$ cat src/rtl/fetch_pkg.sv
// Shared types and constants for the instruction fetch stage.
package fetch_pkg;

    localparam int          XLEN             = 32;
    localparam logic [31:0] RV_NOP           = 32'h0000_0013;
    localparam logic [31:0] DEFAULT_RESET_PC = 32'h0000_0000;

    typedef struct packed {
        logic [31:0]     pc;
        logic [XLEN-1:0] data;
    } fetch_entry_t;

endpackage

$ cat src/rtl/fetch_fifo.sv
// Show-ahead fetch buffer: head entry is visible whenever count is non-zero.
module fetch_fifo
    import fetch_pkg::*;
#(
    parameter  int depth = 4,
    localparam int AW    = $clog2(depth)
) (
    input  logic         clk,
    input  logic         rst_n,
    input  logic         flush,
    input  logic         push,
    input  fetch_entry_t push_entry,
    input  logic         pop,
    output fetch_entry_t head,
    output logic         head_valid,
    output logic [AW:0]  count
);

    fetch_entry_t   storage [depth];
    logic [AW-1:0]  rd_ptr;
    logic [AW-1:0]  wr_ptr;
    logic           do_pop;

    assign head_valid = (count != '0);
    assign head       = storage[rd_ptr];
    assign do_pop     = pop & head_valid;

    // Pointers wrap naturally because depth is a power of two.
    always_ff @(posedge clk) begin
        if (!rst_n || flush) begin
            rd_ptr <= '0;
            wr_ptr <= '0;
            count  <= '0;
        end else begin
            if (push)
                wr_ptr <= wr_ptr + 1'b1;
            if (do_pop)
                rd_ptr <= rd_ptr + 1'b1;
            count <= count + {{AW{1'b0}}, push} - {{AW{1'b0}}, do_pop};
        end
    end

    always_ff @(posedge clk) begin
        if (push)
            storage[wr_ptr] <= push_entry;
    end

endmodule

$ cat src/rtl/instruction_fetch_unit.sv
// PC-owning fetch stage: credit-limited word reads, fixed-latency return
// tracking, and a show-ahead buffer feeding decode; redirects kill everything.
module instruction_fetch_unit
    import fetch_pkg::*;
#(
    parameter int          memory_size         = 1024,
    parameter int          memory_address_bits = $clog2(memory_size),
    parameter int          data_width          = 32,
    parameter int          read_latency        = 1,
    parameter int          fifo_depth          = 4,
    parameter logic [31:0] reset_pc            = DEFAULT_RESET_PC
) (
    input  logic                           clk,
    input  logic                           rst_n,
    output logic                           mem_read_enable,
    output logic [memory_address_bits-3:0] mem_address,
    input  logic [data_width-1:0]          mem_read_data,
    input  logic                           redirect_valid,
    input  logic [31:0]                    redirect_pc,
    output logic                           instr_valid,
    input  logic                           instr_ready,
    output logic [data_width-1:0]          instr_data,
    output logic [31:0]                    instr_pc,
    output logic                           fetch_error
);

    localparam int CNT_W = $clog2(fifo_depth) + 1;
    localparam int CW    = $clog2(fifo_depth + read_latency + 1) + 1;

    if (read_latency < 1 || read_latency > 4) begin : g_bad_latency
        $error("instruction_fetch_unit: read_latency must be 1..4");
    end
    if (fifo_depth < read_latency + 1 || (fifo_depth & (fifo_depth - 1)) != 0) begin : g_bad_depth
        $error("instruction_fetch_unit: fifo_depth must be a power of 2 and >= read_latency+1");
    end
    if (data_width != XLEN) begin : g_bad_width
        $error("instruction_fetch_unit: data_width must match fetch_pkg::XLEN");
    end
    if (reset_pc[1:0] != 2'b00) begin : g_bad_reset_pc
        $error("instruction_fetch_unit: reset_pc must be word aligned");
    end

    logic [31:0]             pc;
    logic [read_latency:1]   vld_pipe;
    logic [31:0]             pc_pipe [1:read_latency];
    logic [CW-1:0]           inflight_cnt;
    logic [CW-1:0]           used;
    logic [CNT_W-1:0]        fifo_count;
    logic                    pop;
    fetch_entry_t            push_entry;
    fetch_entry_t            head;
    logic                    head_valid;

    always_comb begin
        inflight_cnt = '0;
        for (int i = 1; i <= read_latency; i++)
            inflight_cnt = inflight_cnt + CW'(vld_pipe[i]);
    end

    // Every buffered or outstanding word holds a credit, so the FIFO can never overflow.
    assign pop             = instr_valid & instr_ready;
    assign used            = CW'(fifo_count) + inflight_cnt - CW'(pop);
    assign mem_read_enable = rst_n & ~redirect_valid & (used < CW'(fifo_depth));
    assign mem_address     = pc[memory_address_bits-1:2];

    always_ff @(posedge clk) begin
        if (!rst_n)
            pc <= reset_pc;
        else if (redirect_valid)
            pc <= {redirect_pc[31:2], 2'b00};
        else if (mem_read_enable)
            pc <= pc + 32'd4;
    end

    always_ff @(posedge clk) begin
        if (!rst_n || redirect_valid) begin
            vld_pipe <= '0;
        end else begin
            vld_pipe[1] <= mem_read_enable;
            for (int i = 2; i <= read_latency; i++)
                vld_pipe[i] <= vld_pipe[i-1];
        end
    end

    always_ff @(posedge clk) begin
        pc_pipe[1] <= pc;
        for (int i = 2; i <= read_latency; i++)
            pc_pipe[i] <= pc_pipe[i-1];
    end

    always_ff @(posedge clk) begin
        if (!rst_n)
            fetch_error <= 1'b0;
        else
            fetch_error <= redirect_valid & (|redirect_pc[1:0]);
    end

    assign push_entry = '{pc: pc_pipe[read_latency], data: mem_read_data};

    fetch_fifo #(
        .depth (fifo_depth)
    ) u_fifo (
        .clk        (clk),
        .rst_n      (rst_n),
        .flush      (redirect_valid),
        .push       (vld_pipe[read_latency]),
        .push_entry (push_entry),
        .pop        (pop),
        .head       (head),
        .head_valid (head_valid),
        .count      (fifo_count)
    );

    assign instr_valid = head_valid;
    assign instr_data  = head_valid ? head.data : '0;
    assign instr_pc    = head_valid ? head.pc   : '0;

endmodule

$ cat config.mk
export PLATFORM = sky130hd
export DESIGN_NAME = instruction_fetch_unit
export DESIGN_NICKNAME = d
export VERILOG_FILES = /design/src/rtl/fetch_pkg.sv /design/src/rtl/fetch_fifo.sv /design/src/rtl/instruction_fetch_unit.sv
export SDC_FILE = /design/constraint.sdc
export NUM_CORES = 1
export LEC_CHECK = 0
export ABC_AREA = 1
export ABC_CLOCK_PERIOD_IN_PS = 2700
export CORE_MARGIN = 10
export CORE_UTILIZATION = 24
export DETAILED_ROUTE_END_ITERATION = 12
export DONT_BUFFER_PORTS = 1
export GPL_ROUTABILITY_DRIVEN = 0
export SYNTH_ARGS = -nofsm -noshare
export SYNTH_HDL_FRONTEND = slang
export SYNTH_HIERARCHICAL = 1
export SYNTH_SLANG_ARGS = --single-unit
$ cat constraint.sdc
create_clock -name clk -period 2.7 [get_ports clk]
set_input_delay 0.27 -clock clk [delete_from_list [all_inputs] [get_ports clk]]
set_output_delay 0.27 -clock clk [all_outputs]
set_load 0.02 [all_outputs]
; After elaboration in Yosys (flattened, before gate mapping)
; Memories as Yosys holds them, arrays and structs flattened. A register that Yosys moved wholly into a read port is not among the register bits.
; Cells that the tools add are included.
[op_classes]
order_cmp = 1
add_sub_neg = 7
n_div = 0
shift = 0
eq_ne = 0
bitwise = 7
mul = 0
n_reduce_logical = 6
mux = 8
[op_table]
columns = operator, n
row1 = $mux 32, 4
row2 = $add 32x3->32 const B, 1
row3 = $and 1x1->1, 5
row4 = $add 2x1->2 const B, 2
row5 = $add 3x1->4, 1
row6 = $lt 4x3->1 const B, 1
row7 = $mux 2, 2
row8 = $reduce_or 2->1, 2
row9 = $sub 4x1->4, 1
row10 = $add 3x1->3, 1
row11 = $reduce_bool 3->1, 1
row12 = $sub 3x1->3, 1
row13 = $mux 1, 2
row14 = $not 1->1, 2
row15 = $reduce_bool 2->1, 1
row16 = $logic_not 1->1, 1
row17 = $logic_or 1x1->1, 1
[word_totals]
mem_bits_rw = 288
register_bits = 41
rom_bits = 0
out_inout_bits = 75
memories = 2
latch_bits = 0
[mem_list]
columns = memory, words, word_bits, rd, rd_clocked_by_memory_dff, write_ports, line_no
row1 = u_fifo.storage, 4, 64, 1, 1, 1, fetch_fifo.sv:19  ; fetch_entry_t storage [depth];
row2 = pc_pipe, 1, 32, 1, 0, 1, instruction_fetch_unit.sv:45  ; logic [31:0] pc_pipe [1:read_latency];

; Longest topological paths before layout
; Gate-level depths: netlist (run 1).
[logic_depth]
depth_word = 7
ltp_mapped = 19
ltp_nobuf = 17

; Hierarchy
; Netlist (run 1), hierarchy kept.
[by_module_without_submodules]
columns = mod, instances, cells_each, area_per_inst_um2
row1 = fetch_fifo, 1, 683, 9970.8
row2 = instruction_fetch_unit, 1, 622, 3719.8

; Least setup slack after synthesis (run 1)
; Ideal clock, no wire load.
[synth_path]
kind = register to register
start = register u_fifo.count[1]
end = register pc[25]
arrival_time_ns = 2.507
period_less_slack_ns = 2.564
path_buffers = 2
setup_slack_ns = 0.136
stages_incl_launch_ff = 19
path_cell_list = dfxtp_1 > nor2_1 > nand2_1 > clkbuf_1 > nand2_1 > inv_1 > ha_1 > inv_1 > ha_1 > nand3_1 > nand2_1 > nand2_1 > nand3_1 > nor2_2 > buf_4 > nand3_1 > nand3_1 > nand2_1 > inv_1
[synth_via]
elab_chain_len = 6
[synth_lines]
columns = element, line_no
row1 = "start, declared", fetch_fifo.sv:16  ; output logic [AW:0] count
row2 = "start signal, assigned", fetch_fifo.sv:39  ; count <= count + {{AW{1'b0}}, push} - {{AW{1'b0}}, do_pop};
row3 = $reduce_bool 3->1, fetch_fifo.sv:24  ; assign head_valid = (count != '0);
row4 = via instr_valid, instruction_fetch_unit.sv:20  ; output logic instr_valid,
row5 = $and 1x1->1, instruction_fetch_unit.sv:61  ; assign pop = instr_valid & instr_ready;
row6 = via pop, instruction_fetch_unit.sv:49  ; logic pop;
row7 = $sub 4x1->4, instruction_fetch_unit.sv:62  ; assign used = CW'(fifo_count) + inflight_cnt - CW'(pop);
row8 = $lt 4x3->1, instruction_fetch_unit.sv:63  ; assign mem_read_enable = rst_n & ~redirect_valid & (used < CW'(fifo_depth));
row9 = $and 1x1->1, instruction_fetch_unit.sv:63
row10 = via mem_read_enable, instruction_fetch_unit.sv:15  ; output logic mem_read_enable,
row11 = $reduce_bool 2->1 (no source line), -
row12 = "end signal, assigned", instruction_fetch_unit.sv:68  ; pc <= reset_pc;
row13 = "end signal, assigned", instruction_fetch_unit.sv:70  ; pc <= {redirect_pc[31:2], 2'b00};
row14 = "end signal, assigned", instruction_fetch_unit.sv:72  ; pc <= pc + 32'd4;
row15 = "end, declared", instruction_fetch_unit.sv:43  ; logic [31:0] pc;
; The timed path passes the listed nets, and every way through them passes these cells.
; A chain may end at the register's enable or synchronous reset.

; Final worst setup path (run 1)
[layout_path]
start = register u_fifo.count[2]
end = output mem_read_enable
[layout_via]
elab_chain_len = 5
[layout_lines]
columns = element, line_no
row1 = $reduce_bool 3->1, fetch_fifo.sv:24
row2 = $and 1x1->1, instruction_fetch_unit.sv:61
row3 = via pop, instruction_fetch_unit.sv:49
row4 = $sub 4x1->4, instruction_fetch_unit.sv:62
row5 = $lt 4x3->1, instruction_fetch_unit.sv:63
row6 = $and 1x1->1, instruction_fetch_unit.sv:63
row7 = "end, declared", instruction_fetch_unit.sv:15
; The timed path passes the listed nets, and every way through them passes these cells.

==> results of run 1 <==
## per-layer routing
layer / share of wire / GRT usage / vias to the layer above
met5: 0.00049 / 0 / -
met4: 0.017 / 0.0291 / 2
met2: 0.49 / 0.180 / 299
li1: - / - / 4547
met3: 0.062 / 0.0269 / 41
met1: 0.43 / 0.132 / 4499
## stage by stage
stage	power (W)	setup slack [ns]	hold WS, ns	TNS [ns]	instances
after floorplan	0.00611	0.136	0.364	0	1312
after global placement	0.00625	0.353	0.369	0	2023
after detailed placement	0.00626	0.297	0.369	0	2023
after CTS	0.0114	-0.00107	0.00371	-0.00107	2160
after global routing	0.0117	-0.00843	0.0115	-0.00843	2161
final	0.0112	0.111	0.0225	0	2161
## area by class of cell
cell class / count / area, um2 / share of cell area
Timing Repair Buffer: 95 / 1010 / 0.0610
Clock buffer: 48 / 1020 / 0.0618
Inverter: 132 / 503 / 0.0305
Tap cell: 756 / 946 / 0.0573
Multi-Input combinational cell: 781 / 3710 / 0.225
Clock inverter: 22 / 201 / 0.0122
Sequential cell: 327 / 9120 / 0.552
## synthesized netlist by cell type (2+ instances only)
cell type,count,area (um2)
sky130_fd_sc_hd__edfxtp_1,256,7690
sky130_fd_sc_hd__nand2_1,251,942
sky130_fd_sc_hd__nor2_1,182,683
sky130_fd_sc_hd__inv_1,124,465
sky130_fd_sc_hd__o21ai_0,80,400
sky130_fd_sc_hd__dfxtp_1,71,1420
sky130_fd_sc_hd__o22ai_1,64,400
sky130_fd_sc_hd__o21ai_1,59,295
sky130_fd_sc_hd__nand3_1,53,265
sky130_fd_sc_hd__clkbuf_1,30,113
sky130_fd_sc_hd__a21oi_1,26,130
sky130_fd_sc_hd__buf_4,16,120
sky130_fd_sc_hd__buf_6,14,158
sky130_fd_sc_hd__ha_1,10,125
sky130_fd_sc_hd__buf_2,9,45.0
sky130_fd_sc_hd__nand2_2,7,43.8
sky130_fd_sc_hd__nor2_2,6,37.5
sky130_fd_sc_hd__a21oi_2,5,43.8
sky130_fd_sc_hd__inv_2,5,18.8
sky130_fd_sc_hd__nand4_1,4,25.0
sky130_fd_sc_hd__nor3_1,4,20.0
sky130_fd_sc_hd__a22oi_1,3,22.5
sky130_fd_sc_hd__clkbuf_2,3,15.0
sky130_fd_sc_hd__nand2_4,3,33.8
sky130_fd_sc_hd__nor2_4,3,33.8
sky130_fd_sc_hd__o21bai_1,3,22.5
sky130_fd_sc_hd__xor2_1,3,26.3
sky130_fd_sc_hd__a21boi_0,2,15.0
sky130_fd_sc_hd__clkinv_1,2,7.51
## repair_timing
item                                   in CTS  in global routing
buffers inserted                            1                  1
gates cloned                                0                  0
endpoints found under the hold margin     165                  0
setup endpoints to repair                   9                  2
hold buffers                               66                  0
resized for setup                           8                 11
pin swaps                                   1                  3
## cell families (layout without fill, tap and decap cells)
family | count (synthesis) | count (layout) | share of synthesized area
flops | 327 | 327 | 0.665
buf+inv | 204 | 297 | 0.0693
xor+xnor | 3 | 3 | 0.00192
compound gates | 243 | 243 | 0.0977
other cells | 1 | 8 | 0.000274
simple gates | 516 | 516 | 0.155
fa+ha+maj | 11 | 11 | 0.0106
## worst paths after layout
kind	slack, ns	end
worst max-delay path	0.11	mem_read_enable
worst min-delay path	0.02	pc[28]
worst max register to register	0.14	pc[3]
worst min register to register	0.43	pc_pipe[1][30]
## worst max-delay path: stages, from the launching register on
cell	delay [ns]
sky130_fd_sc_hd__dfxtp_4	0.36
sky130_fd_sc_hd__nor2_4	0.14
sky130_fd_sc_hd__nand2_4	0.06
sky130_fd_sc_hd__nand2_1	0.07
sky130_fd_sc_hd__inv_2	0.05
sky130_fd_sc_hd__ha_1	0.18
sky130_fd_sc_hd__inv_2	0.07
sky130_fd_sc_hd__ha_4	0.19
sky130_fd_sc_hd__nand4_1	0.11
sky130_fd_sc_hd__nand2_1	0.06
sky130_fd_sc_hd__nand2_1	0.07
sky130_fd_sc_hd__nand2_2	0.09
sky130_fd_sc_hd__nor2_4	0.09
sky130_fd_sc_hd__buf_6	0.12
sky130_fd_sc_hd__buf_6	0.11
## state kept, by name, summed over array words and instances, names as in the netlist, named ones only
signal	count
u_fifo/count	3
pc_pipe	30
u_fifo/wr_ptr	2
vld_pipe	1
fetch_error	1
pc	30
u_fifo/storage	256
u_fifo/rd_ptr	2
## power by group through the flow
stage	clock network (W)	logic, W	registers (W)
finish	0.00496	0.000580	0.00569
global placement	0	0.000452	0.00579
global route	0.00532	0.000644	0.00571
detailed placement	0	0.000461	0.00580
floorplan	0	0.000347	0.00576
CTS	0.00513	0.000584	0.00569
==> reports/results.txt, run 1 <==
The switching portion of total power was 0.226. Synthesis inferred 327 register bits. The library cell used most frequently in the layout, excluding fill and tap cells, is sky130_fd_sc_hd__edfxtp_1.

The total overflow left after global routing is 0. Summing all non-filler instances in the final layout gives an area of 16500 um2. The part of the total power dissipated in sequential elements is 0.507, and the worst ir drop on vdd is 294 uV. For the worst flop-to-flop path, the logic depth is 17. The run gives 0 as the final count of hold timing violations. Source of the worst register-to-register timing path: u_fifo/count[2]. Data on the critical path is required at its endpoint by 2.43 ns. The total area inside the core boundary comes to 56400 um2. The final standard cell utilization of the core was 0.293.

The worst hold path begins at redirect_valid. The die is 259 um tall. Dividing the detail-routed wire length by the instance count gives 16.9 um.

For the wire length of the first global-routing pass, the log shows 55.2 mm. The logs give 0.052 for the power share of the combinational group and 6.23 nW for the cell leakage power. The worst hold path passes through 4 cells. The sequential element share of the synthesized area came out at 0.665. Ratio of final minimum period to clock period: 0.959. Tracing the worst setup path back leads to its startpoint at u_fifo/count[2].

The setup-violating endpoint count in the final report came out at 0. The kind of start point of the critical path was a flop. 0 antenna diodes ended up in the layout. After detailed routing, the number of vias per cell comes to 4.34.

The async set-or-reset flop fraction in the synthesized netlist is 0, and the post-synthesis instance area is 13700 um2. For the number of cell rows, the log shows 87. The initial antenna violation count came out at 1. The number of DRC markers in iteration 0 is 696, and the number of max-slew violations in the final report is 0. The logs give 9200 for the number of global-route vias before repair and 2 for the H-tree depth.

The clock-pin slew reported for the worst setup and hold paths after clock tree synthesis is 0.06 ns. For the relative max-transition margin, the log shows 0.536. The count of warnings emitted by yosys was 6; the number of buffers between clock root and the deepest sink was 3. The critical path is of the flop to primary output type. After the last flow step, the layout net total stands at 1454. The worst min-delay path class was input pin to flop. For the final database, setup skew stands at 0.0173 ns.

The filler cells instantiated in the layout total 5843. After detailed placement, the total cell area comes to 14500 um2. Counting flops with a built-in enable in the synthesized netlist gives 256.

The aggregate global-route resource usage is 0.106, and the cell-internal power is 0.00869 W. The run gives 1305 as the number of instances in the synthesized netlist. The TritonCTS buffer count came out at 38.

In this run the remaining antenna-violating nets after routing total 0. Averaged over all synthesized cells, the footprint is 10.5 um2. For this run, design rule violations remaining after detail routing come to 0. Highest attainable clock frequency: 386 MHz.

Sort of element at the end of the critical path: a primary output. Wires add up to 36.5 mm. The netlist uses 36 different library cells. The via count was 9388; the number of placed I/O pins was 143. In the layout the commonest cells are sky130_fd_sc_hd__edfxtp_1, sky130_fd_sc_hd__nand2_1, sky130_fd_sc_hd__nor2_1. The arrival time of the worst setup path came out at 2.32 ns. The maximum number of pins on one net before global-route repair was 83; the area added between synthesis and finish was 20.6%. The critical-path maximum fanout works out to 4. The pre-antenna-repair detailed-routing pass consisted of 5 iterations. The final period demand of the worst path is 2.59 ns.

The run gives 0.243 as the effective utilization at floorplan. Buffers placed on the I/O ports in this run total 0. TritonCTS built the clock tree.

The run gives 67000 um2 as the full die area. For the part of the total power dissipated in the clock network, the log shows 0.442. The worst-margin pin slew is 0.697 ns.

For this run, the leading register cell type out of synthesis is sky130_fd_sc_hd__edfxtp_1. Measured along the x axis, the die boundary spans 259 um. The run finished with clean final reports. The tool flagged a number of max-cap violations equal to 0. For the worst-skew pair, the clock arrives at the later sink with an insertion delay of 0.55 ns. For the sum of net half-perimeters after detailed placement, the log shows 23.0 mm. Root buffer selected by CTS: sky130_fd_sc_hd__clkbuf_16.

In this run the power spent charging and discharging nets is 0.00254 W. For this design the ratio of total power to cell area is 681 nW/um2. The fraction of layout instances using a drive strength above 1 is 0.101, and the number of sinks handled by clock tree synthesis is 327.
Note: power is estimated with default switching activity, not from simulation.
==> run 2, diff against run 1 <==
CORE_UTILIZATION = 40   (was 24)
==> run 2 against run 1 <==
  * Global-route usage up 4.9 points
  * Count of clock-buffer cells in the layout rose by 2
  * Worst setup slack better by 0.064 ns
  * Highest routed layer is now met4
  * Critical path type unchanged
==> reports/results.txt, run 2 (synthesis results as in run 1) <==
The flow ran to the end, and the final reports show no timing, DRC or antenna violations. TritonCTS built the clock tree. The final period demand of the worst path was 2.53 ns (-0.0641 ns); the final count of hold timing violations was 0 (unchanged).

The TritonCTS buffer count is 36 (-5.3%). The number of violations of the max-capacitance limit was 0 (unchanged). The logs give 0.51 ns (-0.04 ns) for the clock latency at the later pin of the worst-skew pair and 0 (unchanged) for the number of nets with antenna violations after routing. In the layout the commonest cells are sky130_fd_sc_hd__edfxtp_1, sky130_fd_sc_hd__nand2_1, sky130_fd_sc_hd__nor2_1.

Die span in x: 205 um (-21%). The destination of the worst hold path was pc[3]. The ratio of final minimum period to clock period was 0.935 (-0.0237); the switching portion of total power was 0.215 (-0.0116). u_fifo/storage holds more flip-flops than any other register. The number of iterations in the first detailed-routing pass is 7 (+2), and the critical-path maximum fanout is 69 (+65).

For the cell-internal power, the log shows 0.00872 W (+0.39%). The hold path startpoint was redirect_pc[3]. For the worst ir drop on vdd, the log shows 381 uV (+30%). The cell leakage power is 6.18 nW (-0.80%), and the port buffer count is 0 (unchanged). The full die area was 42000 um2 (-37%).

The logs give 0.512 (+0.005) for the part of the total power dissipated in sequential elements and 0.477 (+0.184) for the final standard cell utilization of the core. Initial antenna violation count: 1 (unchanged). The number of buffers between clock root and the deepest sink was 3 (unchanged); the number of max-slew violations in the final report was 0 (unchanged). The vertical die dimension came out at 205 um (-21%). For the antenna cell count, the log shows 0 (unchanged). The via density per instance works out to 5.03 (+16%). The routed length per instance was 18.2 um (+7.5%); the wire length of the first global-routing pass was 51.7 mm (-6.3%). For the maximum number of pins on one net before global-route repair, the log shows 70 (-16%). The largest registers in the layout are u_fifo/storage (256), pc (30), pc_pipe (30). For the setup TNS, the log shows 0 ns (unchanged). Highest attainable clock frequency: 396 MHz (+2.5%). The sum of net half-perimeters after detailed placement was 20.4 mm (-11%). The logs give 480 (-31%) for the number of DRC markers in iteration 0 and 0.365 (-0.170) for the relative max-transition margin.

Number of flip-flops under the largest register name: 256 (unchanged). The setup-violating endpoint count in the final report is 0 (unchanged). Clock tree synthesis selected as its root buffer the cell sky130_fd_sc_hd__clkbuf_16. Setup repair after global routing left no endpoint under its margin. The most frequent standard cell in the layout excluding fill and tap cells was sky130_fd_sc_hd__edfxtp_1. The total grt overflow is 0 (unchanged).

The run gives 0.00239 W (-6.2%) as the switching component of the power. STA classifies the critical path endpoint as a primary output. The power share of the combinational group was 0.050 (-0.002). The DRC violations left is 0 (unchanged). The worst register-to-register path ends at pc[23]. The depth of the worst register-to-register path works out to 17 (unchanged).

Source of the worst register-to-register timing path: u_fifo/count[0]. Clock tree skew after final layout: 0.0108 ns (-0.00654 ns). The net total in the final layout is 1446 (-0.55%), and the number of cell rows is 67 (-23%). The number of global-route vias before repair was 9067 (-1.4%); the worst-margin pin slew was 0.952 ns (+0.255 ns).

Fraction of layout instances using a drive strength above 1: 0.0989 (-0.00214). For the via count, the log shows 9276 (-1.2%). Compared with the post-synthesis result, the final layout area differs by 17.2%. The aggregate global-route resource usage was 0.155 (+0.0486); the clock-pin slew reported for the worst setup and hold paths after clock tree synthesis was 0.06 ns (about the same). The critical path in this run is classified as flop to primary output. The data required time of the critical path was 2.43 ns (about the same).

The tools report the arrival time of the worst setup path as 2.26 ns (-0.06 ns). The number of placed I/O pins is 143 (unchanged). The logs give 33600 um2 (-40%) for the area inside the core boundary and 0.38 ns (+0.24 ns) for the worst setup slack for register-to-register paths.

The path class of the tightest hold or removal check is input pin to flop. The run gives 0.438 (-0.004) as the part of the total power dissipated in the clock network. The effective utilization at floorplan is 0.407 (+0.164), and the total power divided by cell area is 693 nW/um2 (+1.8%). The routed wire length was 33.5 mm (-8.3%). Number of sinks handled by clock tree synthesis: 327 (unchanged). STA classifies the critical path startpoint as a flop. The number of cells on the worst hold path works out to 2 (-2).

H-tree depth: 2 (unchanged).
[run 2: cell count changes in the layout (fill, tap and decap cells not counted), sizes merged]
| cell | before | now |
|---|---|---|
| dlygate4sd3 | 65 | 56 |
| clkbuf | 48 | 50 |
| clkinvlp | 2 | 4 |
| clkinv | 18 | 8 |
| buf | 30 | 33 |
| bufinv | 2 | 3 |
| inv | 132 | 133 |
[run 2: cell type report]
cell class                 instances  area (um2)
fill                            3072       17600
sequential                       327        9120
multi-input combinational        781        3700
clock buffer                      50        1020
timing repair buffer              89         961
tap                              448         561
inverter                         132         498
clock inverter                    16         171
[run 2: worst max path at each step]
| stage | startpoint | to | slack, ns | cells after the start |
|---|---|---|---|---|
| 5_1_grt | u_fifo/count[0] | mem_read_enable | 0.01 | 14 |
| 6_report | u_fifo/count[0] | instr_pc[15] | 0.17 | 5 |
| 4_1_cts | u_fifo/count[1] | mem_read_enable | 0.02 | 14 |
| 3_3_place_gp | u_fifo/count[1] | pc[16] | 0.27 | 16 |
| 3_5_place_dp | u_fifo/count[1] | pc[24] | 0.21 | 16 |
| 2_1_floorplan | u_fifo/count[1] | pc[25] | 0.14 | 18 |
[run 2: metrics by stage]
step	hold slack, ns	total power (W)	std cells	setup slack, ns	cell area, um2
detailed placement	0.369	0.00626	1718	0.210	14200
floorplan	0.364	0.00611	1312	0.136	13700
global placement	0.369	0.00625	1718	0.265	14200
CTS	0.000365	0.0112	1841	0.0239	16000
finish	0.00767	0.0111	1843	0.175	16000
global route	-0.000275	0.0115	1843	0.0137	16000
[run 2: metal layers]
metal  share of wire  vias up  GRT usage
met5               0        -          0
met4           0.017        0     0.0352
met3           0.055       48     0.0319
met2            0.47      254      0.251
met1            0.46     4444      0.209
li1                -     4530          -
[run 2: power by group through the flow]
stage	registers [W]	clock network (W)	logic [W]
6_report	0.00568	0.00487	0.000557
5_1_grt	0.00570	0.00518	0.000622
4_1_cts	0.00569	0.00500	0.000558
3_5_place_dp	0.00579	0	0.000462
3_3_place_gp	0.00579	0	0.000456
2_1_floorplan	0.00576	0	0.000347
[run 2: worst max-delay path: stages, from the launching register on]
cell                      delay [ns]
sky130_fd_sc_hd__dfxtp_2        0.33
sky130_fd_sc_hd__inv_2          0.05
sky130_fd_sc_hd__nand2_4        0.06
sky130_fd_sc_hd__buf_4          0.72
sky130_fd_sc_hd__nand2_1        0.31
sky130_fd_sc_hd__inv_1          0.26
[run 2: timing repair]
action	4_1_cts	5_1_grt
pin swaps	1	6
hold endpoints to repair	149	0
setup endpoints to repair	1	8
hold buffers	56	0
buffers inserted	1	2
gates cloned	0	0
gates resized for setup	3	13
